$ cat config.mk
export PLATFORM = sky130hd
export DESIGN_NAME = multiplicador_4b_flat
export DESIGN_NICKNAME = d
export VERILOG_FILES = /design/src/rtl/multiplicador_4b_pkg.sv /design/src/rtl/multiplicador_4b_if.sv /design/src/rtl/multiplicador_4b_boton_pulso.sv /design/src/rtl/multiplicador_4b.sv /design/src/flat_wrapper.sv
export SDC_FILE = /design/constraint.sdc
export NUM_CORES = 1
export LEC_CHECK = 0
export ABC_AREA = 1
export BUFFER_PORTS_ARGS = -buffer_cell sky130_fd_sc_hd__clkbuf_2
export CORE_ASPECT_RATIO = 1.1
export CORE_MARGIN = 4
export CORE_UTILIZATION = 39
export DETAILED_ROUTE_END_ITERATION = 10
export MAX_ROUTING_LAYER = met4
export PLACE_DENSITY = 0.54
export SLEW_MARGIN = 20
export SYNTH_ARGS = -nofsm -noshare
export SYNTH_HDL_FRONTEND = slang
export SYNTH_SLANG_ARGS = --single-unit
export TNS_END_PERCENT = 5
$ cat constraint.sdc
create_clock -name clk -period 2.6 [get_ports clk]
set_input_delay 0.65 -clock clk [delete_from_list [all_inputs] [get_ports clk]]
set_output_delay 0.65 -clock clk [all_outputs]
set_load 0.02 [all_outputs]
$ cat src/rtl/multiplicador_4b_pkg.sv
// Shared constants for the push-button arithmetic blocks (multiplier and divider).
package multiplicador_4b_pkg;

  localparam int WIDTH_DEF = 4;

  // Button lines idle high; a press pulls the line low.
  localparam logic BTN_PRESSED = 1'b0;

  typedef enum logic [2:0] {
    LOAD_A  = 3'd0,
    LOAD_B  = 3'd1,
    CALC    = 3'd2,
    SHOW_HI = 3'd3,
    SHOW_LO = 3'd4
  } state_t;

endpackage

$ cat src/rtl/multiplicador_4b_if.sv
// Board UI bundle: three active-low buttons in, WIDTH LEDs out.
interface multiplicador_4b_if
  import multiplicador_4b_pkg::*;
#(
  parameter int WIDTH = WIDTH_DEF
);
  logic             down;
  logic             up;
  logic             ok;
  logic [WIDTH-1:0] leds;

  modport master (output down, output up, output ok, input leds);
  modport slave  (input down, input up, input ok, output leds);
endinterface

$ cat src/rtl/multiplicador_4b_boton_pulso.sv
// Button conditioner: synchronizer chain plus falling-edge detector that
// emits one clk-wide pulse per press.
module boton_pulso
  import multiplicador_4b_pkg::*;
#(
  parameter int SYNC_STAGES = 2
) (
  input  logic clk,
  input  logic rst,
  input  logic btn,
  output logic pulse
);

  localparam int CW = $clog2(SYNC_STAGES + 1);
  localparam logic [CW-1:0] FILL_DONE = CW'(SYNC_STAGES);

  logic [SYNC_STAGES-1:0] sync_q;
  logic                   prev_q;
  logic [CW-1:0]          fill_q;

  // The chain resets to "released", which is not a real sample of the pin.
  // Until the chain has been refilled with real samples, prev is held at
  // "pressed" so a button held across reset release cannot look like a
  // fresh falling edge.
  always_ff @(posedge clk or negedge rst) begin
    if (!rst) begin
      sync_q <= '1;
      prev_q <= BTN_PRESSED;
      fill_q <= '0;
    end else begin
      sync_q <= {sync_q[SYNC_STAGES-2:0], btn};
      if (fill_q != FILL_DONE) begin
        fill_q <= fill_q + 1'b1;
      end
      prev_q <= (fill_q == FILL_DONE) ? sync_q[SYNC_STAGES-1] : BTN_PRESSED;
    end
  end

  assign pulse = (prev_q != BTN_PRESSED) && (sync_q[SYNC_STAGES-1] == BTN_PRESSED);

endmodule

$ cat src/rtl/multiplicador_4b.sv
// Push-button multiplier: enter A and B with up/down/ok, shift-add engine
// computes A*B in WIDTH cycles, product shown high nibble then low nibble.
module multiplicador_4b
  import multiplicador_4b_pkg::*;
#(
  parameter int WIDTH       = WIDTH_DEF,
  parameter int SYNC_STAGES = 2
) (
  input  logic               clk,
  input  logic               rst,
  multiplicador_4b_if.slave  bus
);

  localparam int PW   = 2 * WIDTH;
  localparam int CNTW = $clog2(WIDTH + 1);
  localparam logic [CNTW-1:0] LAST_ITER = CNTW'(WIDTH - 1);

  logic up_p;
  logic down_p;
  logic ok_p;

  state_t           state_q;
  logic [WIDTH-1:0] value_q;
  logic [WIDTH-1:0] a_q;
  logic [WIDTH-1:0] mult_q;
  logic [PW-1:0]    mcand_q;
  logic [PW-1:0]    acc_q;
  logic [PW-1:0]    prod_q;
  logic [CNTW-1:0]  iter_q;
  logic [WIDTH-1:0] leds_q;
  logic [PW-1:0]    acc_nxt;
  logic [WIDTH-1:0] entry_nxt;

  // Entry counter step; simultaneous up and down cancel out.
  function automatic logic [WIDTH-1:0] step_entry(input logic [WIDTH-1:0] v,
                                                  input logic inc,
                                                  input logic dec);
    if (inc && !dec) begin
      return v + 1'b1;
    end else if (dec && !inc) begin
      return v - 1'b1;
    end
    return v;
  endfunction

  // One shift-add iteration: accumulate the shifted multiplicand when the
  // current multiplier bit is set.
  function automatic logic [PW-1:0] mac_step(input logic [PW-1:0] acc,
                                             input logic [PW-1:0] mcand,
                                             input logic          lsb);
    return lsb ? acc + mcand : acc;
  endfunction

  boton_pulso #(.SYNC_STAGES(SYNC_STAGES)) u_btn_up (
    .clk(clk), .rst(rst), .btn(bus.up), .pulse(up_p)
  );

  boton_pulso #(.SYNC_STAGES(SYNC_STAGES)) u_btn_down (
    .clk(clk), .rst(rst), .btn(bus.down), .pulse(down_p)
  );

  boton_pulso #(.SYNC_STAGES(SYNC_STAGES)) u_btn_ok (
    .clk(clk), .rst(rst), .btn(bus.ok), .pulse(ok_p)
  );

  assign acc_nxt   = mac_step(acc_q, mcand_q, mult_q[0]);
  assign entry_nxt = step_entry(value_q, up_p, down_p);

  // Control FSM, operand/product registers and registered LED output.
  always_ff @(posedge clk or negedge rst) begin
    if (!rst) begin
      state_q <= LOAD_A;
      value_q <= '0;
      a_q     <= '0;
      mult_q  <= '0;
      mcand_q <= '0;
      acc_q   <= '0;
      prod_q  <= '0;
      iter_q  <= '0;
      leds_q  <= '0;
    end else begin
      case (state_q)
        LOAD_A: begin
          if (ok_p) begin
            a_q     <= value_q;
            value_q <= '0;
            leds_q  <= '0;
            state_q <= LOAD_B;
          end else begin
            value_q <= entry_nxt;
            leds_q  <= entry_nxt;
          end
        end
        LOAD_B: begin
          if (ok_p) begin
            mult_q  <= value_q;
            mcand_q <= {{WIDTH{1'b0}}, a_q};
            acc_q   <= '0;
            iter_q  <= '0;
            state_q <= CALC;
          end else begin
            value_q <= entry_nxt;
            leds_q  <= entry_nxt;
          end
        end
        CALC: begin
          acc_q   <= acc_nxt;
          mcand_q <= mcand_q << 1;
          mult_q  <= mult_q >> 1;
          iter_q  <= iter_q + 1'b1;
          if (iter_q == LAST_ITER) begin
            prod_q  <= acc_nxt;
            leds_q  <= acc_nxt[PW-1:WIDTH];
            state_q <= SHOW_HI;
          end
        end
        SHOW_HI: begin
          if (ok_p) begin
            leds_q  <= prod_q[WIDTH-1:0];
            state_q <= SHOW_LO;
          end
        end
        SHOW_LO: begin
          if (ok_p) begin
            value_q <= '0;
            leds_q  <= '0;
            state_q <= LOAD_A;
          end
        end
        default: begin
          value_q <= '0;
          leds_q  <= '0;
          state_q <= LOAD_A;
        end
      endcase
    end
  end

  assign bus.leds = leds_q;

endmodule

$ cat src/flat_wrapper.sv
// flat-port wrapper written by rule: the top's interface ports become plain ports
module multiplicador_4b_flat import multiplicador_4b_pkg::*;
#(
  parameter int WIDTH       = WIDTH_DEF,
  parameter int SYNC_STAGES = 2
)
  (clk, rst, bus_down, bus_up, bus_ok, bus_leds);
  multiplicador_4b_if #(.WIDTH(WIDTH)) bus_i ();
  input  logic clk;
  input  logic rst;
  input wire logic [$bits(bus_i.down)-1:0] bus_down;
  input wire logic [$bits(bus_i.up)-1:0] bus_up;
  input wire logic [$bits(bus_i.ok)-1:0] bus_ok;
  output wire logic [$bits(bus_i.leds)-1:0] bus_leds;
  assign bus_i.down = bus_down;
  assign bus_i.up = bus_up;
  assign bus_i.ok = bus_ok;
  assign bus_leds = bus_i.leds;
  multiplicador_4b #(.WIDTH(WIDTH), .SYNC_STAGES(SYNC_STAGES)) u_core (.clk(clk), .rst(rst), .bus(bus_i));
endmodule
* Yosys cells after proc, flatten, opt, wreduce, memory -nomap -nowiden
Index checks and enable logic that the tools add are counted.
Cells by class: add/sub/neg operators 7, multiply operators 0, div/mod/pow operators 0, $lt $le $gt $ge 0, equality and inequality tests 17, shift operators 0, multiplexer cells 29, bitwise gates (word level) 4, reductions and logical operators 16
Operators with widths (count):
- 4-bit two-way mux | 9
- 8-bit case mux with 2 select lines | 2
- 8-bit two-way mux | 3
- 4-bit case mux with 5 select lines | 1
- 4-bit case mux with 4 select lines | 1
- 3-bit two-way mux | 5
- 3-bit case mux with 5 select lines | 1
- 2-bit by 1-bit inequality test with 1-bit output, second input constant | 5
- 3-bit by 2-bit == test with 1-bit output, second input constant | 3
- 8-bit adder | 1
- 2-bit inequality test, second input constant | 4
- 4-bit case mux with 2 select lines | 1
- 2-bit by 1-bit adder with 2-bit output, second input constant | 3
- 2-bit == test, second input constant | 3
- 3-bit case mux with 2 select lines | 1
- 2-bit AND reduction | 3
- 1-bit logical AND | 5
- 1-bit two-way mux | 5
- 5-bit AND reduction | 1
- 4-bit by 1-bit adder with 4-bit output, second input constant | 1
- 1-bit NOT | 4
- 4-bit AND reduction | 1
- 4-bit by 1-bit subtractor with 4-bit output, second input constant | 1
- 3-bit by 1-bit adder with 3-bit output, second input constant | 1
- other kinds (7) | 8
Storage, ports and cells: register bits after elaboration 57, bits in latches 0, memory bits (writable) 0, memory bits (read-only) 0, input bits 5, output and inout bits 4, word-level logic and storage cells 91, memories 0

* Depth between registers and ports, before layout
word-level depth 9, depth in mapped cells 14, gate-level depth less buffers 14

* Cells and area by module
Synthesis repeated with hierarchy kept, for this count alone.
Second synthesis, totals: cells, all modules 332, area, all modules 2902.8 um^2
Modules (own cells, without submodules):
- multiplicador_4b | instances 1, cells an instance 281, area an instance 2354.8 um^2, sequential area each 1051.0 um^2
- boton_pulso | instances 3, cells an instance 17, area an instance 182.7 um^2, sequential area each 127.6 um^2

* Worst setup path before layout
Ideal clock, no wire load.
path kind register -> register, from register u_core.u_btn_down.sync_q[1], to register u_core.leds_q[3] (netlist: u_core.bus.leds[3]), library setup time 0.116 ns, arrival 1.735 ns, required time 2.484 ns, slack 0.749 ns, cell stages (with the launch flop) 14, path buffers 0, clock period less this slack 1.851 ns, cells stage by stage dfstp_2 > inv_1 > nand2_1 > ha_1 > inv_1 > ha_1 > a21oi_1 > nand3_1 > nand2_1 > nand2_1 > nand3_1 > nand3_1 > nand2_1 > nand2_1
On the way: longest elaborated chain between the ends 8, elaborated cells between the ends (all ways) 12, classes of those cells mux: 7; bitwise: 1; reduce/logical: 4
Ends and longest elaborated chain:
- start, declared | line multiplicador_4b_boton_pulso.sv:17 | logic [SYNC_STAGES-1:0] sync_q;
- start signal, assigned | line multiplicador_4b_boton_pulso.sv:31 | sync_q <= {sync_q[SYNC_STAGES-2:0], btn};
- 1-bit NOT * | line multiplicador_4b_boton_pulso.sv:39 | assign pulse = (prev_q != BTN_PRESSED) && (sync_q[SYNC_STAGES-1] == BTN_PRESSED);
- 1-bit logical AND * | line multiplicador_4b_boton_pulso.sv:39
- 1-bit logical AND / 1-bit logical NOT (equally long branches) | line multiplicador_4b.sv:40, multiplicador_4b.sv:38
- 1-bit two-way mux / 1-bit logical AND (equally long branches) | line multiplicador_4b.sv:40, multiplicador_4b.sv:38
- 1-bit two-way mux / 4-bit two-way mux (equally long branches) | line multiplicador_4b.sv:38 | if (inc && !dec) begin
- 4-bit two-way mux * | line multiplicador_4b.sv:43 | return v;
- 4-bit two-way mux (on tied branches) | line multiplicador_4b.sv:95, multiplicador_4b.sv:84
- 4-bit case mux with 5 select lines * | line multiplicador_4b.sv:82 | case (state_q)
- end signal, assigned | line multiplicador_4b.sv:91 | leds_q <= entry_nxt;
- end signal, assigned | line multiplicador_4b.sv:103 | leds_q <= entry_nxt;
- end signal, assigned | line multiplicador_4b.sv:113 | leds_q <= acc_nxt[PW-1:WIDTH];
- end, declared | line multiplicador_4b.sv:30 | logic [WIDTH-1:0] leds_q;
Every way passes the cells marked *; elsewhere a longest branch is shown, timed or not. The select of a mux whose other input is x is not followed. A chain may end at the register's enable or synchronous reset.

* Final worst setup path
Ends and elaborated chain as after synthesis.

==> out/qor.yml <==
timing:
  finalSetupViolCount: 0
  fin_skew_ns: 0.00679
  rsz0062_at_grt: "false"
  slew_viol_final: 0
  worstMarginPinSlew_ns: 0.655
  post-route-period-util_pct: 79.0
  hold_ws_ns: 0.327
  fmax_mhz: 487
  setup_tns_ns: 0
  finalHoldViolCount: 0
  relSlewSlack_pct: 56.3
  period_minus_slack_ns: 2.06
routing:
  vias: 2131
  wl_per_cell_um: 14.2
  first_iter_violations: 94
  dr.pass1.iters: 4
  drc_errors: 0
  avgViaCountPerCell: 4.98
  drtAntennaViolNets: 0
  drt-total-wl_mm: 6.10
clock_network:
  h-tree-depth: 3
  clk_pin_slew_ns: 0.07
  root_buffer: "clkbuf_8"
  post_cts_buffers: 0
  cts_tree: "yes"
  cts.path.max_buffers: 2
  cts_resized: 0
  clock_latency_ns: 0.34
  cts_hold_buffers: 0
  clkSinkCount: 57
  cts_buffers: 9
yosys:
  synthTopCellsByArea: "dfrtp_1, nand2_1, ha_1, inv_1, dfstp_2"
  synth_seq_cells: 57
  yosysTopAreaCellShare_pct: 44.1
  synth_flop_cell: "dfrtp_1"
  synth.largest_area_cell: "dfrtp_1"
  avgSynthCellArea_um2: 8.99
  synth_top_family_by_area: "simple AND/OR/NAND/NOR gates"
  syn_area_mm2: 0.00290
  synth-edff-count: 0
  synth-async-reset-ratio_pct: 100
  synth_fp_nets: 344
  synth_cell_types: 33
  synth_xor_area_share_pct: 2.42
  synthMuxAreaShare_pct: 0
  synth-simple-area-share_pct: 19.0
  yosys_warnings: 0
  yosysSeqAreaShare_pct: 49.5
  syn_inst: 322
  yosys.area_share.adder_pct: 7.87
  synth-compound-area-share_pct: 12.4
final_layout:
  final_cells: 428
  area_growth_pct: 13.3
  n_fill_cell: 719
  stdcell_area_mm2: 0.00328
  finalNetCount: 360
  drive_gt1_share_pct: 14.9
  antenna_cells: 0
  utilization_pct: 46.0
place:
  dpl_cell_area_mm2: 0.00302
  hpwl_mm: 4.38
  portBuffers: 8
  dp_cells: 412
  routabilityCongestion: 0.815
pwr:
  pwr-share-seq_pct: 32.0
  p_sw_w: 0.00189
  peakVddDrop_mv: 0.433
  combPwrFrac_pct: 44.1
  swShare_pct: 42.0
  pwr_density_cell_mw_per_mm2: 1370
  p_leak_nw: 1.64
  internal_power_w: 0.00261
  p_clk_share_pct: 23.9
die:
  start_util_pct: 40.6
  die_h_um: 98.4
  dieArea_mm2: 0.00887
  num_rows: 32
  core_region_area_mm2: 0.00713
  die_w_um: 90.2
  ios: 9
worst_setup_path:
  critPathKind: "flip-flop to flip-flop"
  reg2reg_depth: 13
  crit_fanout: 3
  r2r_end: "u_core.bus.leds[3]"
  timing.critical_path.mode_cell: "nand2_1"
  crit_path_start_kind: "flip-flop"
  worstPathArrival_ns: 2.29
  cp_slowest_cell: "dfstp_2"
  max_stage_delay_ns: 0.53
  r2r-start: "u_core.u_btn_down.sync_q[1]"
  cpLargestDelayFamily: "simple AND/OR/NAND/NOR gates"
  critPathCaptureType: "flip-flop"
  required_ns: 2.83
  r2r_slack_ns: 0.54
  cp_num_buf_inv: 2
  crit_path_cell_trace: "inv_1 -> nand2_1 -> ha_1 -> inv_1 -> ha_1 -> a21oi_1 -> nand3_1 -> nand2_1 -> nand2_1 -> nand3_1 -> nand3_1 -> nand2_1 -> nand2_1"
global_route:
  grt_start_max_net_pins: 36
  grt_pass1_vias: 2203
  grt_use_total_pct: 15.5
  grt_pass1_wl_mm: 10.6
  antenna_found_initial: 0
  grt_overflow: 0
run_status:
  status: "completed"
worst_hold_path:
  hold_class: "input port to async pin"
run:
  maxCapViolCount: 0
## cell usage in the layout, fill, tap and decap left out, types with 8 or more instances in the layout
cell	n
inv_1	49
ha_1	15
o22ai_1	13
dfrtp_1	51
nand2_1	75
a21oi_1	10
nand3_1	19
clkbuf_2	8
o21ai_0	26
nor2_1	11
clkbuf_8	12
## worst reg2reg max path, cell delays in order, from the launching register on
cell and delay (ns):
dfstp_2 0.53, inv_1 0.03, nand2_1 0.05, ha_1 0.22, inv_1 0.09, ha_1 0.33, a21oi_1 0.21, nand3_1 0.12
nand2_1 0.08, nand2_1 0.05, nand3_1 0.08, nand3_1 0.08, nand2_1 0.06, nand2_1 0.04
## worst max path at each step
stage | startpoint | endpoint | slack [ns] | cells after the start
after floorplan | u_core.u_btn_down.sync_q[1] | u_core.bus.leds[3] | 0.75 | 13
after global placement | u_core.u_btn_up.sync_q[1] | u_core.bus.leds[2] | 0.62 | 11
after detailed placement | u_core.u_btn_down.sync_q[1] | u_core.bus.leds[2] | 0.58 | 13
after CTS | u_core.u_btn_down.sync_q[1] | u_core.bus.leds[2] | 0.56 | 13
after global routing | u_core.u_btn_down.sync_q[1] | u_core.value_q[3] | 0.30 | 12
final | u_core.u_btn_down.sync_q[1] | u_core.bus.leds[3] | 0.54 | 13
## synth_stat cells, types with 2 or more instances
master and instances:
dfstp_2 6, o21ai_1 5, nand3_2 3, a21oi_1 10, o21ai_0 26, dfrtp_1 51, nor2_2 2, nand2_1 75
xnor2_1 3, o22ai_1 13, inv_1 49, buf_6 4, nand3_1 19, xor2_1 5, nand4_1 2, ha_1 15
fa_1 2, inv_2 4, nor2_4 3, o211ai_1 2, nor2_1 11
## power groups by stage
stage,registers (W),clock network [W],logic (W)
floorplan,0.00140,0,0.00159
detailed placement,0.00146,0,0.00199
finish,0.00144,0.00108,0.00198
CTS,0.00144,0.00110,0.00201
global route,0.00148,0.00114,0.00229
global placement,0.00145,0,0.00195
## final cells by class
cell class	count	area [um2]	share of cell area (%)
Sequential cell	57	1430	43.7
Multi-Input combinational cell	206	1210	36.8
Inverter	55	209	6.37
Clock buffer	12	165	5.04
Tap cell	85	106	3.24
Clock inverter	4	97.6	2.98
Timing Repair Buffer	9	60.1	1.83
## kinds of logic (layout without fill, tap and decap cells)
kind of cell,Yosys count,count (layout)
adder cells (fa/ha/maj),17,17
AO/OA/AOI/OAI,62,62
AND/OR/NAND/NOR,119,119
buffers and inverters,59,80
flip-flops,57,57
XOR/XNOR,8,8
## sequential cells by signal (all words and copies together), names as in the netlist
| name | cells |
|---|---|
| u_core.u_btn_ok.prev_q | 1 |
| u_core.u_btn_ok.fill_q | 2 |
| u_core.bus.leds | 4 |
| u_core.mcand_q | 8 |
| u_core.u_btn_down.fill_q | 2 |
| u_core.a_q | 4 |
| u_core.state_q | 3 |
| u_core.u_btn_down.sync_q | 2 |
| u_core.mult_q | 4 |
| u_core.acc_q | 8 |
| u_core.u_btn_up.sync_q | 2 |
| u_core.prod_q | 4 |
| u_core.u_btn_ok.sync_q | 2 |
| u_core.value_q | 4 |
| u_core.iter_q | 3 |
| u_core.u_btn_down.prev_q | 1 |
| u_core.u_btn_up.prev_q | 1 |
| u_core.u_btn_up.fill_q | 2 |
## stage by stage
stage | total power [W] | setup WS (ns)
floorplan | 0.00300 | 0.749
global placement | 0.00340 | 0.616
detailed placement | 0.00345 | 0.582
CTS | 0.00455 | 0.565
global route | 0.00491 | 0.297
finish | 0.00450 | 0.545
## routing by layer
metal  up-vias  global-route usage [%]  share of wire (%)
li1       1076                       -                  -
met1      1018                    18.8                 48
met2        28                    25.4                 48
met3         9                    3.70                3.1
met4         0                    5.30                1.3
met5         -                       -                  0
(Power assumes the default switching activity.)
